`src/rtl/gpio_irq_pkg.sv`:
```
// rtl/gpio_irq_pkg.sv - shared register map and alias-update helper for gpio_irq
package gpio_irq_pkg;

    // Byte offsets of the register map; only paddr[5:2] is decoded.
    localparam logic [5:0] GPIO_OFFS_OUT         = 6'h00;
    localparam logic [5:0] GPIO_OFFS_OUT_XOR     = 6'h04;
    localparam logic [5:0] GPIO_OFFS_OUT_SET     = 6'h08;
    localparam logic [5:0] GPIO_OFFS_OUT_CLR     = 6'h0C;
    localparam logic [5:0] GPIO_OFFS_OE          = 6'h10;
    localparam logic [5:0] GPIO_OFFS_OE_XOR      = 6'h14;
    localparam logic [5:0] GPIO_OFFS_OE_SET      = 6'h18;
    localparam logic [5:0] GPIO_OFFS_OE_CLR      = 6'h1C;
    localparam logic [5:0] GPIO_OFFS_IN          = 6'h20;
    localparam logic [5:0] GPIO_OFFS_FSEL        = 6'h24;
    localparam logic [5:0] GPIO_OFFS_IRQ_RISE_EN = 6'h28;
    localparam logic [5:0] GPIO_OFFS_IRQ_FALL_EN = 6'h2C;
    localparam logic [5:0] GPIO_OFFS_IRQ_HIGH_EN = 6'h30;
    localparam logic [5:0] GPIO_OFFS_IRQ_LOW_EN  = 6'h34;
    localparam logic [5:0] GPIO_OFFS_IRQ_STAT    = 6'h38;
    localparam logic [5:0] GPIO_OFFS_IRQ_PEND    = 6'h3C;

    // Encoding matches paddr[3:2] within the OUT and OE alias groups.
    typedef enum logic [1:0] {
        ALIAS_WRITE = 2'd0,
        ALIAS_XOR   = 2'd1,
        ALIAS_SET   = 2'd2,
        ALIAS_CLR   = 2'd3
    } alias_op_e;

    function automatic logic [31:0] alias_apply(input logic [31:0] cur,
                                                input logic [31:0] wd,
                                                input alias_op_e   op);
        logic [31:0] res;
        case (op)
            ALIAS_WRITE: res = wd;
            ALIAS_XOR:   res = cur ^ wd;
            ALIAS_SET:   res = cur | wd;
            ALIAS_CLR:   res = cur & ~wd;
            default:     res = cur;
        endcase
        return res;
    endfunction

endpackage

```
`src/rtl/gpio_irq_pin.sv`:
```
// rtl/gpio_irq_pin.sv - per-pin synchroniser, optional glitch filter, edge detect and STAT flag
//
// Optional feature macro: GPIO_IRQ_DEBOUNCE_EN (glitch filter between sync and edge detect).
// Ports:
//   clk, rst_n      clock, asynchronous active-low reset
//   pad_i           raw pad input
//   rise_en_i       rising-edge interrupt enable
//   fall_en_i       falling-edge interrupt enable
//   stat_clr_i      write-1-to-clear strobe for the edge flag
//   in_o            synchronised (and filtered) input level
//   stat_o          latched edge flag
module gpio_irq_pin #(
    parameter int DEBOUNCE_W = 4
) (
    input  logic clk,
    input  logic rst_n,
    input  logic pad_i,
    input  logic rise_en_i,
    input  logic fall_en_i,
    input  logic stat_clr_i,
    output logic in_o,
    output logic stat_o
);

    logic sync1_q;
    logic sync2_q;
    logic prev_q;
    logic stat_q;
    logic stat_d;
    logic filt;
    logic rise;
    logic fall;
    logic edge_set;

    always_ff @(posedge clk or negedge rst_n) begin
        if (!rst_n) begin
            sync1_q <= 1'b0;
            sync2_q <= 1'b0;
        end else begin
            sync1_q <= pad_i;
            sync2_q <= sync1_q;
        end
    end

`ifdef GPIO_IRQ_DEBOUNCE_EN
    // Filtered value flips on the last of 2^W-1 consecutive disagreeing samples.
    localparam logic [DEBOUNCE_W-1:0] CNT_LAST = DEBOUNCE_W'((2 ** DEBOUNCE_W) - 2);

    logic                  filt_q;
    logic                  filt_d;
    logic [DEBOUNCE_W-1:0] cnt_q;
    logic [DEBOUNCE_W-1:0] cnt_d;

    always_comb begin
        filt_d = filt_q;
        cnt_d  = cnt_q;
        if (sync2_q == filt_q) begin
            cnt_d = '0;
        end else if (cnt_q == CNT_LAST) begin
            filt_d = sync2_q;
            cnt_d  = '0;
        end else begin
            cnt_d = cnt_q + DEBOUNCE_W'(1);
        end
    end

    always_ff @(posedge clk or negedge rst_n) begin
        if (!rst_n) begin
            filt_q <= 1'b0;
            cnt_q  <= '0;
        end else begin
            filt_q <= filt_d;
            cnt_q  <= cnt_d;
        end
    end

    assign filt = filt_q;
`else
    localparam int unused_debounce_w = DEBOUNCE_W;
    assign filt = sync2_q;
`endif

    assign rise     = filt & ~prev_q;
    assign fall     = ~filt & prev_q;
    assign edge_set = (rise & rise_en_i) | (fall & fall_en_i);

    // A new qualifying edge beats a simultaneous write-1-to-clear.
    assign stat_d = edge_set | (stat_q & ~stat_clr_i);

    always_ff @(posedge clk or negedge rst_n) begin
        if (!rst_n) begin
            prev_q <= 1'b0;
            stat_q <= 1'b0;
        end else begin
            prev_q <= filt;
            stat_q <= stat_d;
        end
    end

    assign in_o   = filt;
    assign stat_o = stat_q;

endmodule

```
`src/rtl/gpio_irq.sv`:
```
// rtl/gpio_irq.sv - APB GPIO block with output aliases, function select and edge/level interrupts
//
// Optional feature macro: GPIO_IRQ_DEBOUNCE_EN (per-pin glitch filter, DEBOUNCE_W counter).
// Ports:
//   clk, rst_n                       clock, asynchronous active-low reset
//   apbs_psel/penable/pwrite         APB control
//   apbs_paddr[15:0], apbs_pwdata    APB address (bits [5:2] decoded) and write data
//   apbs_prdata, apbs_pready         read data (0 when unselected), always ready
//   apbs_pslverr                     error for paddr[15:6] != 0
//   alt_out / alt_in                 alternate-function output values / raw pad input
//   padout_gpio, padoe_gpio          pad output value and enable
//   padin_gpio                       pad input
//   irq                              registered interrupt request
module gpio_irq
    import gpio_irq_pkg::*;
#(
    parameter int                N_GPIO      = 8,
    parameter logic [N_GPIO-1:0] ALT_OE_MASK = '0,
    parameter int                DEBOUNCE_W  = 4
) (
    input  logic              clk,
    input  logic              rst_n,
    input  logic              apbs_psel,
    input  logic              apbs_penable,
    input  logic              apbs_pwrite,
    input  logic [15:0]       apbs_paddr,
    input  logic [31:0]       apbs_pwdata,
    output logic [31:0]       apbs_prdata,
    output logic              apbs_pready,
    output logic              apbs_pslverr,
    input  logic [N_GPIO-1:0] alt_out,
    output logic [N_GPIO-1:0] alt_in,
    output logic [N_GPIO-1:0] padout_gpio,
    output logic [N_GPIO-1:0] padoe_gpio,
    input  logic [N_GPIO-1:0] padin_gpio,
    output logic              irq
);

    logic              access;
    logic              addr_err;
    logic              wr_en;
    logic [3:0]        word;
    logic [5:0]        offs;
    alias_op_e         op;

    logic [N_GPIO-1:0] out_q,     out_d;
    logic [N_GPIO-1:0] oe_q,      oe_d;
    logic [N_GPIO-1:0] fsel_q,    fsel_d;
    logic [N_GPIO-1:0] rise_en_q, rise_en_d;
    logic [N_GPIO-1:0] fall_en_q, fall_en_d;
    logic [N_GPIO-1:0] high_en_q, high_en_d;
    logic [N_GPIO-1:0] low_en_q,  low_en_d;
    logic              irq_q,     irq_d;

    logic [N_GPIO-1:0] stat_clr;
    logic [N_GPIO-1:0] pin_in;
    logic [N_GPIO-1:0] stat;
    logic [N_GPIO-1:0] pend;
    logic [31:0]       out_upd;
    logic [31:0]       oe_upd;
    logic [31:0]       rdata;
    logic              unused_ok;

    assign word     = apbs_paddr[5:2];
    assign offs     = {word, 2'b00};
    assign op       = alias_op_e'(word[1:0]);
    assign addr_err = |apbs_paddr[15:6];
    assign access   = apbs_psel & apbs_penable;
    assign wr_en    = access & apbs_pwrite & ~addr_err;

    assign apbs_pready  = 1'b1;
    assign apbs_pslverr = access & addr_err;

    assign out_upd = alias_apply(32'(out_q), apbs_pwdata, op);
    assign oe_upd  = alias_apply(32'(oe_q), apbs_pwdata, op);

    always_comb begin
        out_d     = out_q;
        oe_d      = oe_q;
        fsel_d    = fsel_q;
        rise_en_d = rise_en_q;
        fall_en_d = fall_en_q;
        high_en_d = high_en_q;
        low_en_d  = low_en_q;
        stat_clr  = '0;
        if (wr_en) begin
            case (offs)
                GPIO_OFFS_OUT, GPIO_OFFS_OUT_XOR,
                GPIO_OFFS_OUT_SET, GPIO_OFFS_OUT_CLR: out_d = out_upd[N_GPIO-1:0];
                GPIO_OFFS_OE, GPIO_OFFS_OE_XOR,
                GPIO_OFFS_OE_SET, GPIO_OFFS_OE_CLR:   oe_d = oe_upd[N_GPIO-1:0];
                GPIO_OFFS_FSEL:        fsel_d    = apbs_pwdata[N_GPIO-1:0];
                GPIO_OFFS_IRQ_RISE_EN: rise_en_d = apbs_pwdata[N_GPIO-1:0];
                GPIO_OFFS_IRQ_FALL_EN: fall_en_d = apbs_pwdata[N_GPIO-1:0];
                GPIO_OFFS_IRQ_HIGH_EN: high_en_d = apbs_pwdata[N_GPIO-1:0];
                GPIO_OFFS_IRQ_LOW_EN:  low_en_d  = apbs_pwdata[N_GPIO-1:0];
                GPIO_OFFS_IRQ_STAT:    stat_clr  = apbs_pwdata[N_GPIO-1:0];
                default: ;
            endcase
        end
    end

    // Level sources are unlatched; edge flags only count while their enable is set.
    assign pend  = (stat & (rise_en_q | fall_en_q))
                 | (pin_in & high_en_q)
                 | (~pin_in & low_en_q);
    assign irq_d = |pend;

    always_ff @(posedge clk or negedge rst_n) begin
        if (!rst_n) begin
            out_q     <= '0;
            oe_q      <= '0;
            fsel_q    <= '0;
            rise_en_q <= '0;
            fall_en_q <= '0;
            high_en_q <= '0;
            low_en_q  <= '0;
            irq_q     <= 1'b0;
        end else begin
            out_q     <= out_d;
            oe_q      <= oe_d;
            fsel_q    <= fsel_d;
            rise_en_q <= rise_en_d;
            fall_en_q <= fall_en_d;
            high_en_q <= high_en_d;
            low_en_q  <= low_en_d;
            irq_q     <= irq_d;
        end
    end

    always_comb begin
        rdata = '0;
        if (apbs_psel && !addr_err) begin
            case (offs)
                GPIO_OFFS_OUT, GPIO_OFFS_OUT_XOR,
                GPIO_OFFS_OUT_SET, GPIO_OFFS_OUT_CLR: rdata = 32'(out_q);
                GPIO_OFFS_OE, GPIO_OFFS_OE_XOR,
                GPIO_OFFS_OE_SET, GPIO_OFFS_OE_CLR:   rdata = 32'(oe_q);
                GPIO_OFFS_IN:          rdata = 32'(pin_in);
                GPIO_OFFS_FSEL:        rdata = 32'(fsel_q);
                GPIO_OFFS_IRQ_RISE_EN: rdata = 32'(rise_en_q);
                GPIO_OFFS_IRQ_FALL_EN: rdata = 32'(fall_en_q);
                GPIO_OFFS_IRQ_HIGH_EN: rdata = 32'(high_en_q);
                GPIO_OFFS_IRQ_LOW_EN:  rdata = 32'(low_en_q);
                GPIO_OFFS_IRQ_STAT:    rdata = 32'(stat);
                GPIO_OFFS_IRQ_PEND:    rdata = 32'(pend);
                default:               rdata = '0;
            endcase
        end
    end

    assign apbs_prdata = rdata;

    for (genvar i = 0; i < N_GPIO; i++) begin : g_pin
        gpio_irq_pin #(
            .DEBOUNCE_W (DEBOUNCE_W)
        ) u_pin (
            .clk        (clk),
            .rst_n      (rst_n),
            .pad_i      (padin_gpio[i]),
            .rise_en_i  (rise_en_q[i]),
            .fall_en_i  (fall_en_q[i]),
            .stat_clr_i (stat_clr[i]),
            .in_o       (pin_in[i]),
            .stat_o     (stat[i])
        );
    end

    assign padout_gpio = (fsel_q & alt_out) | (~fsel_q & out_q);
    assign padoe_gpio  = (fsel_q & ALT_OE_MASK) | (~fsel_q & oe_q);
    assign alt_in      = padin_gpio;
    assign irq         = irq_q;

    assign unused_ok = ^{apbs_paddr[1:0], out_upd, oe_upd};

endmodule

```
`config.mk`:
```
export PLATFORM = sky130hd
export DESIGN_NAME = gpio_irq
export DESIGN_NICKNAME = d
export VERILOG_FILES = /design/src/rtl/gpio_irq_pkg.sv /design/src/rtl/gpio_irq_pin.sv /design/src/rtl/gpio_irq.sv
export SDC_FILE = /design/constraint.sdc
export NUM_CORES = 1
export LEC_CHECK = 0
export BUFFER_PORTS_ARGS = -buffer_cell sky130_fd_sc_hd__buf_2
export CAP_MARGIN = 20
export CORE_MARGIN = 2
export CORE_UTILIZATION = 32
export CTS_BUF_LIST = sky130_fd_sc_hd__clkbuf_8
export DETAILED_ROUTE_END_ITERATION = 7
export SLEW_MARGIN = 0
export SYNTH_ARGS = -nofsm -noshare
export SYNTH_HDL_FRONTEND = slang
export SYNTH_HIERARCHICAL = 1
export SYNTH_SLANG_ARGS = --single-unit
```
`constraint.sdc`:
```
create_clock -name clk -period 1.8 [get_ports clk]
set_clock_uncertainty 0.2 [all_clocks]
set_input_delay 0 -clock clk [delete_from_list [all_inputs] [get_ports clk]]
set_output_delay 0 -clock clk [all_outputs]
set_load 0.01 [all_outputs]
```
==> flow_results.xml <==
<?xml version="1.0" encoding="UTF-8"?>
<metrics>
  <group name="run_status">
    <metric name="status" unit="">finished with violations</metric>
    <metric name="violations" unit="">setup timing</metric>
  </group>
  <group name="cells_and_area">
    <metric name="insertedDiodeCount" unit="">0</metric>
    <metric name="fillers" unit="">1617</metric>
    <metric name="finalInstanceArea" unit="um^2">7210</metric>
    <metric name="final_layout_size_suffix_gt1_frac" unit="">0.400</metric>
    <metric name="postLayoutCoreUtil" unit="">0.431</metric>
    <metric name="finish.net_count" unit="">756</metric>
    <metric name="area_growth" unit="%">30.9</metric>
  </group>
  <group name="drt">
    <metric name="mean_routed_wirelength_per_cell" unit="um">18.3</metric>
    <metric name="num_vias" unit="">4591</metric>
    <metric name="routed_wirelength" unit="um">16100</metric>
    <metric name="count_of_nets_left_with_antenna_violations_after_detail_routing" unit="">0</metric>
    <metric name="avgViaCountPerCell" unit="">5.22</metric>
    <metric name="drc_violation_total_after_the_first_tritonroute_iteration" unit="">267</metric>
    <metric name="drc" unit="">0</metric>
    <metric name="drtPass1Iterations" unit="">5</metric>
  </group>
  <group name="placed_design">
    <metric name="gp_routability_congestion" unit="">0.919</metric>
    <metric name="hpwl" unit="um">11500</metric>
    <metric name="portBuffers" unit="">76</metric>
    <metric name="dpl-instance-area" unit="um^2">6430</metric>
  </group>
  <group name="timing">
    <metric name="final_critical_path_time_including_i_o_delays_and_setup" unit="ns">2.13</metric>
    <metric name="timing.fmax" unit="MHz">470</metric>
    <metric name="final_min_period_over_clock_period" unit="">1.18</metric>
    <metric name="slew-limit-headroom" unit="">0.468</metric>
    <metric name="worst_pin_slew" unit="ns">0.796</metric>
    <metric name="final.setup.tns" unit="ns">-2.12</metric>
    <metric name="setup_viol" unit="">24</metric>
    <metric name="final_setup_slack_of_the_worst_path" unit="ns">-0.326</metric>
    <metric name="holdWs" unit="ns">0.0572</metric>
    <metric name="final-hold-violation-count" unit="">0</metric>
    <metric name="rsz0062_at_grt" unit="">true</metric>
    <metric name="drv_slew" unit="">0</metric>
  </group>
  <group name="synthesis">
    <metric name="ys.flop_type" unit="">sky130_fd_sc_hd__dfrtp_1</metric>
    <metric name="ys_seq_area_frac" unit="">0.404</metric>
    <metric name="synth.ff_latch_count" unit="">89</metric>
    <metric name="synthArstFlopShare" unit="">1.00</metric>
    <metric name="synth_edf_count" unit="">0</metric>
    <metric name="syn_avg_cell_area" unit="um^2">10.5</metric>
    <metric name="synth_warnings" unit="">6</metric>
    <metric name="synth_cells" unit="">522</metric>
    <metric name="synthDominantAreaCellType" unit="">sky130_fd_sc_hd__dfrtp_1</metric>
    <metric name="synth_top_cell_area_share" unit="">0.404</metric>
    <metric name="mappedNetlistArea" unit="um^2">5510</metric>
    <metric name="yosys.cell_types.count" unit="">48</metric>
    <metric name="synth_top_cells_by_area" unit="">sky130_fd_sc_hd__dfrtp_1 40%, sky130_fd_sc_hd__mux2_2 11%, sky130_fd_sc_hd__ha_1 7.3%, sky130_fd_sc_hd__mux2i_1 6.5%, sky130_fd_sc_hd__buf_4 4.8%</metric>
  </group>
  <group name="setup_path">
    <metric name="setup.worst_path.class" unit="">flop to output port</metric>
    <metric name="reg2reg_from" unit="">g_pin[2].u_pin/in_o</metric>
    <metric name="cp.required" unit="ns">1.60</metric>
    <metric name="timing.critical_path.arrival" unit="ns">1.93</metric>
    <metric name="crit_end_category" unit="">output port</metric>
    <metric name="worstSetupStartpoint" unit="">g_pin[6].u_pin/stat_o</metric>
    <metric name="startpoint_type" unit="">flop</metric>
    <metric name="max_fanout_on_critical_path" unit="">2</metric>
  </group>
  <group name="clock_tree">
    <metric name="clock-root-buffer" unit="">sky130_fd_sc_hd__clkbuf_8</metric>
    <metric name="path_clk_slew" unit="ns">0.09</metric>
    <metric name="cts_tree" unit="">built</metric>
    <metric name="clock_latency" unit="ns">0.37</metric>
    <metric name="tritoncts.num_buffers" unit="">9</metric>
    <metric name="htree_levels" unit="">3</metric>
    <metric name="number_of_sinks_handled_by_clock_tree_synthesis" unit="">89</metric>
    <metric name="clock_path_buffers" unit="">2</metric>
  </group>
  <group name="global_route">
    <metric name="global_route_congestion_overflow_total" unit="">0</metric>
    <metric name="initial_antenna_violation_count" unit="">0</metric>
    <metric name="grt_first_pass_wirelength" unit="um">24900</metric>
    <metric name="number_of_global_route_vias_before_repair" unit="">4574</metric>
    <metric name="global_route.usage.total" unit="">0.177</metric>
    <metric name="grt_max_degree" unit="">32</metric>
  </group>
  <group name="power_and_ir_drop">
    <metric name="vdd.ir_drop.worst" unit="mV">0.287</metric>
    <metric name="power_per_cell_area" unit="nW/um^2">543</metric>
    <metric name="p_leak" unit="nW">3.38</metric>
  </group>
  <group name="floorplanning">
    <metric name="row_count" unit="">47</metric>
    <metric name="die_width" unit="um">135</metric>
    <metric name="fp.dieArea" unit="um^2">18300</metric>
    <metric name="chipHeight" unit="um">135</metric>
    <metric name="coreArea" unit="um^2">16700</metric>
    <metric name="initial_core_util" unit="">0.330</metric>
    <metric name="top_ports" unit="">128</metric>
  </group>
  <group name="hold_path">
    <metric name="worst_hold_path_type" unit="">primary input to flop</metric>
    <metric name="timing.hold.worst.start" unit="">apbs_paddr[2]</metric>
  </group>
  <group name="job">
    <metric name="maxCapViolCount" unit="">0</metric>
  </group>
</metrics>
routing by layer:
layer  wire, um  global-route usage  up-vias
met2       7540               0.287      176
met3        845              0.0210       31
met5          0                   0        -
li1           -                   -     2096
met1       7210               0.237     2288
met4        506              0.0804        0
synth_stat cells (3+ instances only):
library cell,n
sky130_fd_sc_hd__dfrtp_1,89
sky130_fd_sc_hd__o21ai_0,18
sky130_fd_sc_hd__nand3b_1,18
sky130_fd_sc_hd__o21bai_1,4
sky130_fd_sc_hd__buf_1,10
sky130_fd_sc_hd__nor4_1,10
sky130_fd_sc_hd__inv_1,34
sky130_fd_sc_hd__nand2_1,29
sky130_fd_sc_hd__a211oi_1,18
sky130_fd_sc_hd__and3_1,3
sky130_fd_sc_hd__mux2_2,56
sky130_fd_sc_hd__a21oi_1,31
sky130_fd_sc_hd__ha_1,32
sky130_fd_sc_hd__nor2b_1,4
sky130_fd_sc_hd__nor2_1,25
sky130_fd_sc_hd__clkbuf_1,12
sky130_fd_sc_hd__nand3_1,3
sky130_fd_sc_hd__a22o_1,7
sky130_fd_sc_hd__mux2i_1,36
sky130_fd_sc_hd__buf_4,35
sky130_fd_sc_hd__o221ai_2,8
sky130_fd_sc_hd__a221oi_1,5
critical path: stages, from the launching register on:
cell and delay, ns:
sky130_fd_sc_hd__dfrtp_1 0.41, sky130_fd_sc_hd__mux4_2 0.49, sky130_fd_sc_hd__a22o_1 0.23, sky130_fd_sc_hd__a221oi_2 0.21, sky130_fd_sc_hd__nor2_1 0.08, sky130_fd_sc_hd__buf_2 0.14
layout make-up:
cell class | count | area [um^2] | share of cell area
well taps | 220 | 275 | 0.0382
inverters | 34 | 128 | 0.0177
repair buffers | 157 | 1180 | 0.164
multi-input cells | 364 | 3210 | 0.445
clock buffers | 11 | 151 | 0.0210
clock inverters | 5 | 23.8 | 0.00330
flip-flops and latches | 89 | 2230 | 0.310
state kept, by name (all words and copies together) (netlist names), 8 cells and up:
name / cells
g_pin.u_pin/in_o: 8
low_en_q: 8
high_en_q: 8
fall_en_q: 8
g_pin.u_pin/prev_q: 8
g_pin.u_pin/sync1_q: 8
out_q: 8
oe_q: 8
g_pin.u_pin/stat_o: 8
rise_en_q: 8
fsel_q: 8
what timing repair did:
item	4_1_cts	5_1_grt
pin swaps	8	12
hold endpoints to repair	139	0
hold buffers	18	0
setup endpoints to repair	25	37
gates resized for setup	36	31
setup buffers	7	6
gates cloned	1	0
worst paths after layout:
path                                         endpoint  slack [ns]  cells past startpoint
worst max-delay path                   apbs_prdata[6]       -0.33                      5
worst min-delay path                          oe_q[5]        0.06                      4
worst max register to register                    irq        0.09                      5
worst min register to register    g_pin[5].u_pin/in_o        0.14                      0
max in group asynchronous       g_pin[2].u_pin/stat_o        0.42                      4
min in group asynchronous                high_en_q[0]        0.46                      3
stage by stage:
stage / setup WS (ns) / instances / total power [mW]
floorplan: -0.329 / 545 / 2.40
global placement: -0.435 / 833 / 2.58
detailed placement: -0.483 / 833 / 2.59
CTS: -0.351 / 875 / 3.92
global route: -0.374 / 880 / 4.08
finish: -0.326 / 880 / 3.91
report_power, final:
group          internal, mW  total (mW)  switching (mW)  leakage [nW]
Sequential             2.03        2.05          0.0202          1.06
Combinational         0.242       0.586           0.343          2.22
Clock                 0.561        1.28           0.720        0.0991
placed cells by master (no fill, tap or decap), drive strengths merged, types with 2 or more instances in the layout:
| master | instances |
|---|---|
| buf | 139 |
| dfrtp | 89 |
| mux2 | 58 |
| inv | 37 |
| mux2i | 36 |
| ha | 32 |
| a21oi | 31 |
| nand2 | 29 |
| nor2 | 25 |
| conb | 25 |
| nand3b | 18 |
| dlygate4sd3 | 18 |
| a211oi | 18 |
| o21ai | 18 |
| nor4 | 12 |
| clkbuf | 11 |
| o221ai | 8 |
| a22o | 7 |
| a221oi | 5 |
| or4 | 4 |
| nor2b | 4 |
| o21bai | 4 |
| and3 | 3 |
| nand3 | 3 |
| o22ai | 2 |
| o2bb2ai | 2 |
| a2bb2oi | 2 |
| a32o | 2 |
| a31oi | 2 |
cell families after synthesis:
kind of cell | after synthesis | share of synthesized area
mux | 95 | 0.188
fa+ha+maj | 32 | 0.0727
buf+inv | 92 | 0.0868
compound gates | 107 | 0.140
simple gates | 105 | 0.107
other cells | 2 | 0.00136
flops | 89 | 0.404
(Power assumes the default switching activity.)
